--- config.mk ---
export PLATFORM = sky130hd
export DESIGN_NAME = signed_div_result_fixup
export DESIGN_NICKNAME = d
export VERILOG_FILES = /design/src/rtl/div_pkg.sv /design/src/rtl/div_result_fifo.sv /design/src/rtl/signed_div_result_fixup.sv
export SDC_FILE = /design/constraint.sdc
export NUM_CORES = 1
export LEC_CHECK = 0
export BUFFER_PORTS_ARGS = -buffer_cell sky130_fd_sc_hd__buf_2
export CAP_MARGIN = 20
export CELL_PAD_IN_SITES_DETAIL_PLACEMENT = 0
export CELL_PAD_IN_SITES_GLOBAL_PLACEMENT = 1
export CORE_ASPECT_RATIO = 1.2
export CORE_MARGIN = 4
export CORE_UTILIZATION = 34
export CTS_BUF_LIST = sky130_fd_sc_hd__clkbuf_4 sky130_fd_sc_hd__clkbuf_8
export CTS_CLUSTER_DIAMETER = 120
export DETAILED_ROUTE_END_ITERATION = 7
export PLACE_DENSITY = 0.72
export SKIP_LAST_GASP = 1
export SLEW_MARGIN = 40
export SYNTH_ARGS = -nofsm -noshare
export SYNTH_HDL_FRONTEND = slang
export SYNTH_SLANG_ARGS = --single-unit
--- constraint.sdc ---
create_clock -name clk -period 7.45 [get_ports clk]
set_input_delay 0.3725 -clock clk [delete_from_list [all_inputs] [get_ports clk]]
set_output_delay 0.3725 -clock clk [all_outputs]
set_load 0.05 [all_outputs]
--- src/rtl/div_pkg.sv ---
// rtl/div_pkg.sv - shared divider types: default width, fixup FSM states, result record
package div_pkg;

  localparam int DIV_WIDTH = 32;

  typedef enum logic [1:0] {
    S_IDLE = 2'd0,
    S_FIX  = 2'd1,
    S_PUSH = 2'd2
  } state_t;

  typedef struct packed {
    logic [DIV_WIDTH-1:0] q;
    logic [DIV_WIDTH-1:0] r;
    logic                 div_zero;
    logic                 overflow;
  } div_result_t;

endpackage

--- src/rtl/div_result_fifo.sv ---
// rtl/div_result_fifo.sv - synchronous FIFO of packed result records
module div_result_fifo #(
  parameter int DATA_W = 66,
  parameter int DEPTH  = 2
) (
  input  logic                       clk,
  input  logic                       reset,
  input  logic                       push,
  input  logic [DATA_W-1:0]          push_data,
  input  logic                       pop,
  output logic [DATA_W-1:0]          head_data,
  output logic                       full,
  output logic                       empty,
  output logic [$clog2(DEPTH+1)-1:0] count
);

  localparam int CNT_W = $clog2(DEPTH + 1);
  localparam int PTR_W = (DEPTH > 1) ? $clog2(DEPTH) : 1;
  localparam logic [CNT_W-1:0] DEPTH_C = CNT_W'(DEPTH);
  localparam logic [PTR_W-1:0] LAST_P  = PTR_W'(DEPTH - 1);

  logic [DATA_W-1:0] mem [DEPTH];
  logic [PTR_W-1:0]  wr_ptr;
  logic [PTR_W-1:0]  rd_ptr;
  logic              do_push;
  logic              do_pop;

  assign empty   = (count == '0);
  assign full    = (count == DEPTH_C);
  assign do_pop  = pop && !empty;
  // When full, the slot being written is the one popped this same cycle.
  assign do_push = push && (!full || do_pop);
  assign head_data = empty ? '0 : mem[rd_ptr];

  always_ff @(posedge clk) begin
    if (reset) begin
      wr_ptr <= '0;
      rd_ptr <= '0;
      count  <= '0;
    end else begin
      if (do_push) begin
        mem[wr_ptr] <= push_data;
        wr_ptr      <= (wr_ptr == LAST_P) ? '0 : wr_ptr + 1'b1;
      end
      if (do_pop) begin
        rd_ptr <= (rd_ptr == LAST_P) ? '0 : rd_ptr + 1'b1;
      end
      case ({do_push, do_pop})
        2'b10:   count <= count + 1'b1;
        2'b01:   count <= count - 1'b1;
        default: count <= count;
      endcase
    end
  end

endmodule

--- src/rtl/signed_div_result_fixup.sv ---
// rtl/signed_div_result_fixup.sv - converts unsigned divider magnitudes into
// truncating signed quotient/remainder with zero/overflow flags, buffered to the consumer
module signed_div_result_fixup
  import div_pkg::*;
#(
  parameter int WIDTH      = DIV_WIDTH,
  parameter int FIFO_DEPTH = 2
) (
  input  logic             clk,
  input  logic             reset,
  input  logic             in_valid,
  output logic             in_ready,
  input  logic [WIDTH-1:0] in_q,
  input  logic [WIDTH-2:0] in_r,
  input  logic             in_n_sign,
  input  logic             in_d_sign,
  input  logic             in_div_zero,
  output logic             out_valid,
  input  logic             out_ready,
  output logic [WIDTH-1:0] out_q,
  output logic [WIDTH-1:0] out_r,
  output logic             out_div_zero,
  output logic             out_overflow
);

  typedef struct packed {
    logic [WIDTH-1:0] q;
    logic [WIDTH-1:0] r;
    logic             div_zero;
    logic             overflow;
  } fix_result_t;

  localparam int RES_W = $bits(fix_result_t);
  localparam logic [WIDTH-1:0] Q_MIN = {1'b1, {(WIDTH-1){1'b0}}};
  localparam logic [WIDTH-1:0] Q_MAX = {1'b0, {(WIDTH-1){1'b1}}};

  state_t           state;
  state_t           state_nxt;
  logic [WIDTH-1:0] cap_q;
  logic [WIDTH-2:0] cap_r;
  logic             cap_n_sign;
  logic             cap_d_sign;
  logic             cap_div_zero;
  fix_result_t      stage;
  fix_result_t      fixed;
  fix_result_t      head;
  logic             fifo_push;
  logic             fifo_pop;
  logic             fifo_full;
  logic             fifo_empty;
  logic [$clog2(FIFO_DEPTH+1)-1:0] fifo_count;

  assign in_ready  = (state == S_IDLE) && !reset;
  assign out_valid = !fifo_empty;
  assign fifo_pop  = out_valid && out_ready;
  assign fifo_push = (state == S_PUSH) && (!fifo_full || fifo_pop);

  always_comb begin
    state_nxt = state;
    case (state)
      S_IDLE:  if (in_valid) state_nxt = S_FIX;
      S_FIX:   state_nxt = S_PUSH;
      S_PUSH:  if (fifo_push) state_nxt = S_IDLE;
      default: state_nxt = S_IDLE;
    endcase
  end

  // Quotient sign is the XOR of operand signs; the remainder follows the dividend.
  always_comb begin
    logic             q_neg;
    logic [WIDTH-1:0] r_ext;
    q_neg          = cap_n_sign ^ cap_d_sign;
    r_ext          = {1'b0, cap_r};
    fixed.q        = q_neg ? (~cap_q + 1'b1) : cap_q;
    fixed.r        = (cap_n_sign && (cap_r != '0)) ? (~r_ext + 1'b1) : r_ext;
    fixed.div_zero = 1'b0;
    fixed.overflow = 1'b0;
    if (cap_div_zero) begin
      fixed.q        = '0;
      fixed.r        = '0;
      fixed.div_zero = 1'b1;
    end else if (!q_neg && (cap_q == Q_MIN)) begin
      fixed.q        = Q_MAX;
      fixed.r        = '0;
      fixed.overflow = 1'b1;
    end
  end

  always_ff @(posedge clk) begin
    if (reset) begin
      state        <= S_IDLE;
      cap_q        <= '0;
      cap_r        <= '0;
      cap_n_sign   <= 1'b0;
      cap_d_sign   <= 1'b0;
      cap_div_zero <= 1'b0;
      stage        <= '0;
    end else begin
      state <= state_nxt;
      if (state == S_IDLE && in_valid) begin
        cap_q        <= in_q;
        cap_r        <= in_r;
        cap_n_sign   <= in_n_sign;
        cap_d_sign   <= in_d_sign;
        cap_div_zero <= in_div_zero;
      end
      if (state == S_FIX) begin
        stage <= fixed;
      end
    end
  end

  div_result_fifo #(
    .DATA_W (RES_W),
    .DEPTH  (FIFO_DEPTH)
  ) u_fifo (
    .clk       (clk),
    .reset     (reset),
    .push      (fifo_push),
    .push_data (stage),
    .pop       (fifo_pop),
    .head_data (head),
    .full      (fifo_full),
    .empty     (fifo_empty),
    .count     (fifo_count)
  );

  assign out_q        = head.q;
  assign out_r        = head.r;
  assign out_div_zero = head.div_zero;
  assign out_overflow = head.overflow;

endmodule

; ---- Word level (Yosys, flattened, before mapping)
; Memories as Yosys holds them, arrays and structs flattened. A register that Yosys moved wholly into a read port is not among the register bits.
; Index checks and enable logic that the tools add are counted.
[totals]
register_bits = 138
ramBits = 132
in_bits = 70
out_inout_bits = 68
wordCells = 69
n_memories = 1
[classes]
addsub = 6
eq_ne = 8
n_mux = 19
bitwise_logic = 3
n_reduce_logical = 19
[memory_table]
columns = name, words, width, read_ports, rd_clocked_by_memory_dff, wr, line_no
row1 = u_fifo.mem, 2, 66, 1, 1, 1, div_result_fifo.sv:22  ; logic [DATA_W-1:0] mem [DEPTH];
[ops]
columns = cell, n
row1 = 64-bit 2-to-1 mux, 2
row2 = 66-bit 2-to-1 mux, 1
row3 = "32-bit by 1-bit adder with 32-bit output, second input constant", 2
row4 = 32-bit 2-to-1 mux, 2
row5 = "32-bit equality test, second input constant", 1
row6 = 31-bit inverter with 32-bit output, 1
row7 = 32-bit inverter, 1
row8 = 31-bit nonzero test, 1
row9 = 1-bit 2-to-1 mux, 10
row10 = 1-bit logical AND, 8
row11 = "2-bit equality test, second input constant", 3
row12 = 2-bit one-hot mux with 3 select lines, 1
row13 = "2-bit by 1-bit equality test with 1-bit output, second input constant", 2
row14 = 1-bit zero test, 4
row15 = 2-bit zero test, 2
row16 = 2-bit 2-to-1 mux, 2
row17 = 2-bit one-hot mux with 2 select lines, 1
row18 = "1-bit adder, second input constant", 2
row19 = "2-bit by 1-bit adder with 2-bit output, second input constant", 1
row20 = 1-bit logical OR, 2
row21 = "2-bit by 1-bit != test with 1-bit output, second input constant", 1
row22 = "2-bit != test, second input constant", 1
row23 = 2-bit AND reduction, 1
row24 = 2-bit nonzero test, 1
row25 = other kinds (2), 2

; ---- Depth between registers and ports, before layout
[depth]
word_depth = 9
ltp_mapped = 9
ltp_nobuf = 8

; ---- Modules after synthesis
; A second synthesis with hierarchy kept.
[unflattened]
hier_cells = 1071
area_unflattened_um2 = 11225.8
[modules_own_cells]
columns = module, n_inst, cells_per_inst, area_each_um2, seq_area_each_um2
row1 = signed_div_result_fixup, 1, 762, 5975.7, 2682.6
row2 = div_result_fifo, 1, 309, 5250.0, 4063.9

; ---- Least setup slack after synthesis
; Ideal clock, no wire load.
[synth_timing]
path_type = input -> register
from = input reset
to = memory u_fifo.mem[1][0] (enable)
setup_ps = 585
t_arrival_ps = 5617
required_time_ps = 6865
path_slack_ps = 1249
stages = 3
n_path_buf = 2
path_cell_list = clkbuf_1 clkbuf_1 nor3b_1
[synth_between]
elab_chain_len = 2
[synth_rtl]
columns = item, line_no
row1 = "start, declared", signed_div_result_fixup.sv:10  ; input logic reset,
row2 = 1-bit 2-to-1 mux, div_result_fifo.sv:36  ; if (reset) begin
row3 = 1-bit 2-to-1 mux (not written as such), div_result_fifo.sv:42  ; mem[wr_ptr] <= push_data;
row4 = "end, declared", div_result_fifo.sv:22
; Every way passes these cells.

==> impl_metrics.csv <==
group,metric,value,unit
clock_network,cts_root_buf,"clkbuf_8",
synth,synthSimpleGateAreaFrac,14.74,%
pwr,ir_worst_vdd,0.00009562,V
pwr,total_power,3338,uW
clock_network,htreeDepth,2,
synth,synthCells,1057,
timing,setup_viol,0,
synth,avgSynthCellArea,10.51,um2
floorplanning,start_util,34.44,%
detailed_routing,drtIter0Drc,519,
setup_path,cp.arrival,2.59,ns
timing,worstMarginPinSlew,0.7737,ns
floorplanning,fp.dieW,173.0,um
setup_path,endpoint_kind,"primary output",
detailed_routing,vias,7861,
timing,min_period,2.962,ns
floorplanning,boundaryPins,138,
clock_network,cts_inserted_buffers,39,
synth,synth-xor-area-share,4.811,%
clock_network,clockBufferDepth,3,
cells_and_area,fin_util,40.39,%
timing,setup_slack,4.489,ns
setup_path,critPathTopFamily,"buffers and inverters",
global_route,grt-ovfl-total,0,
clock_network,cts_resized,0,
setup_path,slowest_stage,"dfxtp_4",
placement,io_buffers,137,
pwr,p_leak,0.004850,uW
timing,grt_setup_unrepaired,"no",
detailed_routing,totalWireLength,26.32,mm
timing,tns,0,ns
clock_network,postCtsHoldBufs,0,
detailed_routing,postRouteAntennaNets,0,
setup_path,required,7.08,ns
synth,synth_compound_area_share,10.87,%
synth,synth_top_family_by_area,"simple AND/OR/NAND/NOR gates",
clock_network,clkSlewWorstSetupHoldPaths,0.07,ns
synth,yosys.area_share.adder,0.3380,%
synth,synth_edf_count,132,
timing,slew_violations,0,
cells_and_area,nets,1257,
cells_and_area,drive_gt1_share,19.42,%
timing,max_clock_freq,0.3377,GHz
floorplanning,rows,72,
setup_path,max_stage_delay,0.72,ns
cells_and_area,area_growth,17.29,%
timing,fin_skew,0.03408,ns
synth,syn_nets,1130,
timing,hold_violations,0,
clock_network,cts_num_sinks,271,
clock_network,post_cts_buffers,0,
synth,syn_area,11110,um2
cells_and_area,antennaDiodeCount,0,
pwr,power_density,256.2,nW/um2
setup_path,crit_type,"reg2out",
placement,placed_area,12220,um2
placement,place_hpwl,18.64,mm
synth,synth_ff_type,"dfxtp_1",
synth,synth_cell_types,49,
synth,ys_ff_latch,271,
detailed_routing,drc,0,
floorplanning,dieArea,35630,um2
detailed_routing,wl_per_cell,16.23,um
setup_path,path_buf_inv,2,
placement,post-place-ws,4.514,ns
hold_path,hold_class,"in2reg",
global_route,grt_usage,14.41,%
run_status,status,"finished, final reports clean",
timing,fin_crit_sh,39.75,%
synth,muxShareOfSynthArea,6.039,%
setup_path,critPathMaxFanout,34,
floorplanning,die_height,206.0,um
flow_run,maxCapViolCount,0,
cells_and_area,fillers,3197,
placement,gp_congestion,0.8032,
global_route,grt_pass1_vias,7458,
global_route,grt_max_degree,71,
timing,relSlewSlack,48.29,%
detailed_routing,drt-pass1-iter-count,5,
clock_network,cts_tree,"yes",
synth,ys_seq_area_share,60.75,%
clock_network,insertion_delay,0.56,ns
setup_path,startpoint_type,"flip-flop",
cells_and_area,stdcell_area,13030,um2
detailed_routing,viasPerCell,4.846,
synth,synthArstFlopShare,0,%
synth,yosysWarnings,0,
global_route,grt_pass1_wl,41.46,mm
global_route,antenna_found_initial,0,
setup_path,cp_cell_sequence,"buf_4 > mux2i_1 > nor2_1 > buf_2",
floorplanning,fp.coreArea,32250,um2
-- placed cells by master, fill, tap and decap left out, drive strengths merged, types with 16 or more instances in the layout --
cell type,count
nor3,16
o21ai,52
clkbuf,60
edfxtp,132
a21oi,98
buf,151
mux2i,67
nand2,207
xnor2,20
dfxtp,139
xor2,41
nor2,93
-- per-stage QoR --
step	instances	hold WS, ns
6_report	1622	0.04923
5_1_grt	1622	0.04888
4_1_cts	1622	0.01837
3_5_place_dp	1550	0.4431
3_3_place_gp	1549	0.4349
2_1_floorplan	1057	0.4253
-- layer usage --
metal  routed length, um  track usage (%)  vias to the layer above
met2               11820            22.46                      191
met4                 486            4.448                        0
met1               12810            20.61                     3630
met5                   0                0                        -
met3                1204            2.525                       34
li1                    -                -                     4006
-- report_power, final --
group | internal (uW) | total (uW) | leakage (uW) | switching [uW]
Clock | 631 | 1180 | 0.000413 | 544
Sequential | 1600 | 1660 | 0.00246 | 60.8
Combinational | 159 | 500 | 0.00198 | 341
Total | 2390 | 3340 | 0.00485 | 946
-- synthesized netlist by cell type, types with 7 or more instances --
master / n / area, um2
a21oi_1: 98 / 490.5
a22oi_1: 11 / 82.58
o31ai_1: 8 / 60.06
mux2i_1: 67 / 670.6
nor3_1: 14 / 70.07
nand2_1: 207 / 777.0
o21ai_1: 7 / 35.03
xnor2_1: 20 / 175.2
nor4_1: 10 / 62.56
dfxtp_1: 139 / 2783
a31oi_1: 10 / 62.56
or4_1: 10 / 75.07
edfxtp_1: 132 / 3964
xor2_1: 41 / 359.1
clkbuf_1: 54 / 202.7
nor2_1: 93 / 349.1
or3_1: 8 / 50.05
o41ai_1: 9 / 78.83
o21ai_0: 45 / 225.2
-- worst min-delay path, delay by kind of cell --
family          cells  cell delay, ns
simple gates        1            0.04
compound gates      1            0.05
buf+inv             1            0.09
-- registers in the layout, summed over array words and instances (netlist names), 2 cells and up, named ones only --
| name | count |
|---|---|
| u_fifo.mem | 132 |
| cap_r | 31 |
| stage | 66 |
| state | 2 |
| cap_q | 32 |
| u_fifo.count | 2 |
-- logic make-up after synthesis --
kind of cell | count (synthesis)
xor+xnor | 61
flops | 271
mux | 67
fa+ha+maj | 3
simple gates | 377
compound gates | 207
buf+inv | 71
-- path summary, 6_finish.rpt --
kind | slack (ns) | cells past startpoint | from | end
worst max-delay path | 4.49 | 4 | flip-flop | out_div_zero
worst min-delay path | 0.05 | 3 | in_q[27] | cap_q[27]
worst max register to register | 4.49 | 8 | cap_q[0] | stage[58]
worst min register to register | 0.44 | 0 | stage[24] | u_fifo.mem[0][24]
-- final cells by class --
cell class | instances | area [um2] | share of cell area, %
Inverter | 6 | 22.52 | 0.1729
Sequential cell | 271 | 6750 | 51.82
Multi-Input combinational cell | 715 | 4124 | 31.66
Clock buffer | 60 | 732.0 | 5.619
Timing Repair Buffer | 151 | 820.8 | 6.301
Tap cell | 407 | 509.2 | 3.909
Clock inverter | 12 | 67.56 | 0.5187
Power figures use the tool's default switching activity.
